[src/rtl/uart_msg_scheduler.sv]
// Round-robin scheduler that shares one string-sending UART TX path among NUM_SRC requesters.
// Holds one pending message code per source, issues a start pulse, then waits for done or a timeout.
module uart_msg_scheduler #(
  parameter int unsigned NUM_SRC     = 4,
  parameter int unsigned CODE_W      = 4,
  parameter int unsigned TIMEOUT_CYC = 2000000,
  parameter int unsigned GAP_CYC     = 16
) (
  input  logic                       clk,
  input  logic                       reset,
  input  logic [NUM_SRC-1:0]         req_valid,
  input  logic [NUM_SRC*CODE_W-1:0]  req_code,
  output logic [NUM_SRC-1:0]         pending,
  output logic [NUM_SRC-1:0]         req_drop,
  output logic                       msg_start,
  output logic [CODE_W-1:0]          msg_code,
  output logic [$clog2(NUM_SRC)-1:0] grant_src,
  output logic                       msg_busy,
  input  logic                       msg_done,
  output logic                       timeout_err
);

  localparam int unsigned SRC_W = $clog2(NUM_SRC);
  localparam int unsigned TO_W  = (TIMEOUT_CYC > 2) ? $clog2(TIMEOUT_CYC) : 1;
  localparam int unsigned GAP_W = (GAP_CYC > 2) ? $clog2(GAP_CYC) : 1;

  localparam logic [TO_W-1:0]  TO_LAST  = TO_W'(TIMEOUT_CYC - 1);
  localparam logic [GAP_W-1:0] GAP_LAST = GAP_W'((GAP_CYC > 0) ? GAP_CYC - 1 : 0);
  localparam logic [SRC_W-1:0] SRC_LAST = SRC_W'(NUM_SRC - 1);

  typedef enum logic [1:0] {
    S_IDLE  = 2'd0,
    S_ISSUE = 2'd1,
    S_WAIT  = 2'd2,
    S_GAP   = 2'd3
  } state_t;

  localparam state_t AFTER_WAIT = (GAP_CYC == 0) ? S_IDLE : S_GAP;

  state_t                         state_q, state_d;
  logic [NUM_SRC-1:0]             pending_q, pending_d;
  logic [NUM_SRC-1:0][CODE_W-1:0] slot_q, slot_d;
  logic [NUM_SRC-1:0]             drop_q, drop_d;
  logic [SRC_W-1:0]               rr_q, rr_d;
  logic [CODE_W-1:0]              code_q, code_d;
  logic [SRC_W-1:0]               src_q, src_d;
  logic [TO_W-1:0]                to_cnt_q, to_cnt_d;
  logic [GAP_W-1:0]               gap_cnt_q, gap_cnt_d;

  logic                           found;
  logic [SRC_W-1:0]               win;
  logic [SRC_W-1:0]               scan_idx;
  logic                           grant;

  // Rotating priority search starting at the round-robin pointer.
  always_comb begin
    found    = 1'b0;
    win      = '0;
    scan_idx = '0;
    for (int unsigned k = 0; k < NUM_SRC; k++) begin
      scan_idx = SRC_W'((32'(rr_q) + k) % NUM_SRC);
      if (!found && pending_q[scan_idx]) begin
        found = 1'b1;
        win   = scan_idx;
      end
    end
  end

  always_comb begin
    state_d     = state_q;
    pending_d   = pending_q;
    slot_d      = slot_q;
    drop_d      = '0;
    rr_d        = rr_q;
    code_d      = code_q;
    src_d       = src_q;
    to_cnt_d    = to_cnt_q;
    gap_cnt_d   = gap_cnt_q;
    timeout_err = 1'b0;
    grant       = 1'b0;

    unique case (state_q)
      S_IDLE: begin
        if (found) begin
          grant          = 1'b1;
          state_d        = S_ISSUE;
          rr_d           = (win == SRC_LAST) ? '0 : win + SRC_W'(1);
          code_d         = slot_q[win];
          src_d          = win;
          pending_d[win] = 1'b0;
        end
      end
      S_ISSUE: begin
        to_cnt_d = '0;
        state_d  = S_WAIT;
      end
      S_WAIT: begin
        if (msg_done) begin
          state_d   = AFTER_WAIT;
          gap_cnt_d = '0;
        end else if (to_cnt_q == TO_LAST) begin
          timeout_err = 1'b1;
          state_d     = AFTER_WAIT;
          gap_cnt_d   = '0;
        end else begin
          to_cnt_d = to_cnt_q + TO_W'(1);
        end
      end
      S_GAP: begin
        if (gap_cnt_q == GAP_LAST) begin
          state_d = S_IDLE;
        end else begin
          gap_cnt_d = gap_cnt_q + GAP_W'(1);
        end
      end
      default: state_d = S_IDLE;
    endcase

    // Runs after the grant so a same-cycle request refills the slot the grant just emptied.
    for (int unsigned i = 0; i < NUM_SRC; i++) begin
      if (req_valid[i]) begin
        slot_d[i]    = req_code[i*CODE_W +: CODE_W];
        drop_d[i]    = pending_q[i] && !(grant && (32'(win) == i));
        pending_d[i] = 1'b1;
      end
    end
  end

  always_ff @(posedge clk or posedge reset) begin
    if (reset) begin
      state_q   <= S_IDLE;
      pending_q <= '0;
      slot_q    <= '0;
      drop_q    <= '0;
      rr_q      <= '0;
      code_q    <= '0;
      src_q     <= '0;
      to_cnt_q  <= '0;
      gap_cnt_q <= '0;
    end else begin
      state_q   <= state_d;
      pending_q <= pending_d;
      slot_q    <= slot_d;
      drop_q    <= drop_d;
      rr_q      <= rr_d;
      code_q    <= code_d;
      src_q     <= src_d;
      to_cnt_q  <= to_cnt_d;
      gap_cnt_q <= gap_cnt_d;
    end
  end

  assign pending   = pending_q;
  assign req_drop  = drop_q;
  assign msg_start = (state_q == S_ISSUE);
  assign msg_busy  = (state_q != S_IDLE);
  assign msg_code  = code_q;
  assign grant_src = src_q;

endmodule

[config.mk]
export PLATFORM = sky130hd
export DESIGN_NAME = uart_msg_scheduler
export DESIGN_NICKNAME = d
export VERILOG_FILES = /design/src/rtl/uart_msg_scheduler.sv
export SDC_FILE = /design/constraint.sdc
export NUM_CORES = 1
export LEC_CHECK = 0
export BUFFER_PORTS_ARGS = -buffer_cell sky130_fd_sc_hd__buf_2
export CAP_MARGIN = 20
export CORE_ASPECT_RATIO = 0.75
export CORE_UTILIZATION = 58
export DETAILED_ROUTE_END_ITERATION = 10
export GPL_TIMING_DRIVEN = 0
export PLACE_DENSITY = 0.78
export SLEW_MARGIN = 20
export SYNTH_ARGS = -nofsm -noshare
export SYNTH_HDL_FRONTEND = slang
export SYNTH_SLANG_ARGS = --single-unit
[constraint.sdc]
create_clock -name clk -period 2.66 [get_ports clk]
set_input_delay 0.133 -clock clk [delete_from_list [all_inputs] [get_ports clk]]
set_output_delay 0.133 -clock clk [all_outputs]
set_load 0.1 [all_outputs]
Word level (Yosys, flattened, before mapping)
Index checks and enable logic that the tools add are counted.
{"block": "totals", "regBits": 59, "latchBits": 0, "ramBits": 0, "romBits": 0, "inputBits": 23, "output_inout_bits": 17, "wordCells": 131, "n_memories": 0}
{"block": "op_classes", "add_sub_neg": 6, "multipliers": 0, "div_mod_pow": 0, "n_lt_le_gt_ge": 6, "n_eq_ne": 14, "shifts": 0, "mux": 48, "n_bitwise": 2, "reduce_logical": 40}
{"operator": "21-bit 2-to-1 mux", "n": 2}
{"operator": "21-bit case mux with 2 select lines", "n": 1}
{"operator": "4-bit 2-to-1 mux", "n": 6}
{"operator": "1-bit 2-to-1 mux", "n": 22}
{"operator": "2-bit nonzero test", "n": 11}
{"operator": "21-bit by 1-bit adder with 21-bit output (second input constant)", "n": 1}
{"operator": "21-bit == test (second input constant)", "n": 1}
{"operator": "2-bit 2-to-1 mux", "n": 9}
{"operator": "2-bit by 3-bit < comparator with 1-bit output (second input constant)", "n": 5}
{"operator": "1-bit logical AND", "n": 12}
{"operator": "2-bit inequality test (second input constant)", "n": 5}
{"operator": "2-bit AND reduction", "n": 5}
{"operator": "3-bit AND reduction", "n": 3}
{"operator": "1-bit binary-select mux with 2-bit select", "n": 4}
{"operator": "4-bit binary-select mux with 2-bit select", "n": 1}
{"operator": "2-bit == test (second input constant)", "n": 4}
{"operator": "2-bit case mux with 4 select lines", "n": 1}
{"operator": "4-bit case mux with 2 select lines", "n": 1}
{"operator": "1-bit logical NOT", "n": 7}
{"operator": "2-bit by 1-bit adder with 2-bit output (second input constant)", "n": 2}
{"operator": "2-bit adder (second input constant)", "n": 2}
{"operator": "4-bit by 1-bit adder with 4-bit output (second input constant)", "n": 1}
{"operator": "4-bit AND", "n": 1}
{"operator": "2-bit by 1-bit == test with 1-bit output (second input constant)", "n": 2}
{"operator": "6 further kinds", "n": 7}

Depth between registers and ports, before layout
{"block": "logic_depth", "ltp_word": 21, "depth_mapped": 8, "ltp_nobuf": 7}

Worst setup path before layout
Ideal clock, no wire load.
{"block": "synth_timing", "path_type": "register to output", "from": "register to_cnt_q[7]", "to": "output timeout_err", "arrival_ps": 4526, "required_ps": 2527, "path_slack_ps": -1999, "path_stages_with_launch": 5, "path_buffers": 1, "cell_sequence": "dfrtp_1 -> buf_6 -> or4b_4 -> or4_4 -> nor4_1"}
{"block": "synth_via", "elab_chain_len": 4}
{"element": "from (decl)", "line_no": "47", "source": "logic [TO_W-1:0] to_cnt_q, to_cnt_d;"}
{"element": "from (signal assigned)", "line_no": "148", "source": "to_cnt_q <= to_cnt_d;"}
{"element": "21-bit == test", "line_no": "101", "source": "end else if (to_cnt_q == TO_LAST) begin"}
{"element": "1-bit 2-to-1 mux", "line_no": "101"}
{"element": "1-bit 2-to-1 mux", "line_no": "98", "source": "if (msg_done) begin"}
{"element": "1-bit 2-to-1 mux", "line_no": "82", "source": "unique case (state_q)"}
{"element": "to (decl)", "line_no": "20", "source": "output logic timeout_err"}
No other way between the ends.

Worst setup path after layout
{"block": "layout_timing", "from": "register to_cnt_q[13]", "to": "output timeout_err"}
Same word-level chain as after synthesis.

==> results.sh <==
export IMPL_yosysTopAreaCell="dfrtp_1"
export IMPL_crit_path_end="timeout_err"
export IMPL_cpPeakStageDelay_ps=640
export IMPL_root_buffer="clkbuf_8"
export IMPL_crit_chain="or4bb_1 > or4_4 > nor4_4 > buf_6"
export IMPL_max_freq_mhz=394
export IMPL_grt_setup_unrepaired="no"
export IMPL_top_layer="met4"
export IMPL_drtPass1Iterations=5
export IMPL_ys_ff_latch=59
export IMPL_maxCapViolCount=0
export IMPL_rrSetupSlack_ps=180
export IMPL_fin_ws_ps=121
export IMPL_synth_compound_area_share_pct=16.0
export IMPL_muxShareOfSynthArea_pct=8.95
export IMPL_synth_top_family_by_area="simple AND/OR/NAND/NOR gates"
export IMPL_post_route_cell_area_um2=3630
export IMPL_fin_crit_ps=2540
export IMPL_fin_hold_ws_ps=19.0
export IMPL_final_layout_size_suffix_gt1_share_pct=28.2
export IMPL_grtUsageTotal_pct=27.7
export IMPL_synth_top_area_share_pct=47.8
export IMPL_r2r_cells=7
export IMPL_path_class="reg2out"
export IMPL_grt_max_degree=32
export IMPL_status="finished clean"
export IMPL_worst_slew_pin_slew_ps=643
export IMPL_final_hold_viol_count=0
export IMPL_die_x_um=86.3
export IMPL_p_per_area_nw_per_um2=1100
export IMPL_final_cells=419
export IMPL_utilization_pct=72.4
export IMPL_crit_family="simple AND/OR/NAND/NOR gates"
export IMPL_cp_startpoint="to_cnt_q[13]"
export IMPL_coreArea_um2=5010
export IMPL_hpwl_um=4950
export IMPL_grt_pass1_wl_um=11900
export IMPL_slew_violations=0
export IMPL_holdPathStages=2
export IMPL_drc_errors=0
export IMPL_met2_length_um=3190
export IMPL_min_period_over_period_pct=95.4
export IMPL_grt_ovfl_total=0
export IMPL_r2r_start="state_q[1]"
export IMPL_fin_skew_ps=6.84
export IMPL_post_dp_cell_area_um2=3420
export IMPL_crit_path_end_kind="output pin"
export IMPL_slowest_stage="or4_4"
export IMPL_numCtsBuffers=9
export IMPL_io_pins=40
export IMPL_synthAdderAreaFrac_pct=4.05
export IMPL_ir_drop_mv=0.714
export IMPL_ys_types=55
export IMPL_htree_levels=3
export IMPL_die_h_um=65.2
export IMPL_seq_area_frac_synth_pct=47.8
export IMPL_reg2reg_to="to_cnt_q[18]"
export IMPL_path_max_fanout=5
export IMPL_wl_met1_um=3170
export IMPL_num_rows=22
export IMPL_seq_area_um2=1480
export IMPL_dp_slack_ps=183
export IMPL_synth_edf_count=0
export IMPL_synth_xor_area_share_pct=1.42
export IMPL_synth_area_per_cell_um2=10.7
export IMPL_leakage_uw=0.00164
export IMPL_yosys_top_cells_area="dfrtp_1, mux2_2, ha_1"
export IMPL_cp_num_cells=4
export IMPL_numPortBuffers=39
export IMPL_multiInputGateArea_um2=1540
export IMPL_cts_tree="built"
export IMPL_grt_pass1_vias=2501
export IMPL_drt_total_wl_um=6840
export IMPL_syn2layout_area_growth_pct=17.4
export IMPL_initial_utilization_pct=61.7
export IMPL_antenna_cells=0
export IMPL_fillers=394
export IMPL_synthFlopType="dfrtp_1"
export IMPL_dr_total_vias=2487
export IMPL_relSlewSlack_pct=56.0
export IMPL_clock_latency_ps=340
export IMPL_finalSetupViolCount=0
export IMPL_synth_area_um2=3090
export IMPL_antenna_found_initial=0
export IMPL_hp_class="in2reg"
export IMPL_ant_nets=0
export IMPL_routabilityCongestion=0.839
export IMPL_worstPathArrival_ps=2410
export IMPL_synth_simple_gate_area_share_pct=18.8
export IMPL_critPathRequiredTime_ps=2530
export IMPL_place_inst=400
export IMPL_routed_wl_met3_um=372
export IMPL_dieArea_um2=5630
export IMPL_post_drt_via_cell_ratio=5.94
export IMPL_layout_nets=375
export IMPL_drt_initial_drc_count=181
export IMPL_synth_cells=288
export IMPL_path_buf_inv=1
export IMPL_synthArstFlopShare_pct=100
export IMPL_synth_fp_nets=321
export IMPL_crit_path_start_kind="flip-flop"
export IMPL_clock_sinks=59
export IMPL_path_clk_slew_ps=70
export IMPL_wire_per_inst_um=16.3
export IMPL_ys_warn_count=0
export IMPL_clockBufferDepth=2
registers in the layout, indices dropped and copies added, names as in the netlist:
register	cells
rr_q	2
gap_cnt_q	4
to_cnt_q	21
msg_code	4
slot_q	16
pending	4
grant_src	2
state_q	2
req_drop	4
metrics by stage:
| step | setup TNS [ps] | total power (µW) |
|---|---|---|
| after floorplan | -20.5 | 2820 |
| after global placement | 0 | 3180 |
| after CTS | 0 | 3980 |
| after global routing | 0 | 4200 |
| final | 0 | 3980 |
| after detailed placement | 0 | 3240 |
how the worst min path moves through the flow:
stage / start / endpoint
4_1_cts: req_code[3] / slot_q[3]
6_report: req_code[2] / slot_q[2]
3_5_place_dp: reset / slot_q[5]
5_1_grt: req_code[7] / slot_q[7]
2_1_floorplan: req_valid[0] / pending[0]
3_3_place_gp: req_code[11] / slot_q[11]
what timing repair did:
item / in CTS / in global routing
buffers inserted: 0 / 2
pin swaps: 0 / 1
resized for setup: 1 / 1
endpoints found under the setup margin: 1 / 3
hold buffers: 1 / 0
hold endpoints to repair: 28 / 0
cell families after synthesis:
group / count (synthesis)
AND/OR/NAND/NOR: 103
adder cells (fa/ha/maj): 10
multiplexers: 25
flip-flops: 59
buffers and inverters: 19
AO/OA/AOI/OAI: 67
XOR/XNOR: 5
cell usage in the layout, fill, tap and decap left out, types with 6 or more instances in the layout:
cell / count
a211oi_1: 6
a21oi_1: 14
and3_1: 8
buf_2: 39
clkbuf_8: 11
dfrtp_1: 59
ha_1: 10
inv_1: 10
mux2_2: 17
mux2i_1: 7
nand2_1: 25
nand3_1: 9
nor2_1: 22
o21ai_0: 11
routing by layer:
layer | vias up | track usage [%]
met1 | 1211 | 37.5
met4 | 0 | 9.79
li1 | 1181 | -
met2 | 81 | 43.7
met3 | 14 | 6.91
met5 | - | 0
Yosys cell counts (all sizes together), types with 4 or more instances:
master,n
xnor2,5
a31oi,5
nor4b,4
o21ai,12
mux2,18
nor3,5
ha,10
mux2i,7
a211oi,6
nor2,22
a21o,4
and4,4
dfrtp,59
a21oi,15
nand4,5
and3,8
nand2,25
a2111oi,5
a31o,5
nand3,9
clkbuf,6
or3,4
inv,11
power by group:
group / leakage [µW] / internal [µW] / switching, µW
Clock: 0.0000843 / 360 / 377
Combinational: 0.000817 / 532 / 1500
Sequential: 0.000734 / 1070 / 139
worst reg2reg max path: stages, from the launching register on:
cell and delay [ps]:
dfrtp_1 400, inv_1 90, ha_1 340, a21boi_0 390, nand3_1 320, a2111oi_0 570
xnor2_1 190, nor2_1 60
layout make-up:
class	count	area share (%)
multi-input cells	210	42.5
flip-flops and latches	59	40.7
inverters	11	1.21
repair buffers	43	6.80
well taps	72	2.48
clock buffers	10	3.80
plain buffers	8	1.35
clock inverters	6	1.14
No activity file was read; power rests on OpenSTA's default activity.
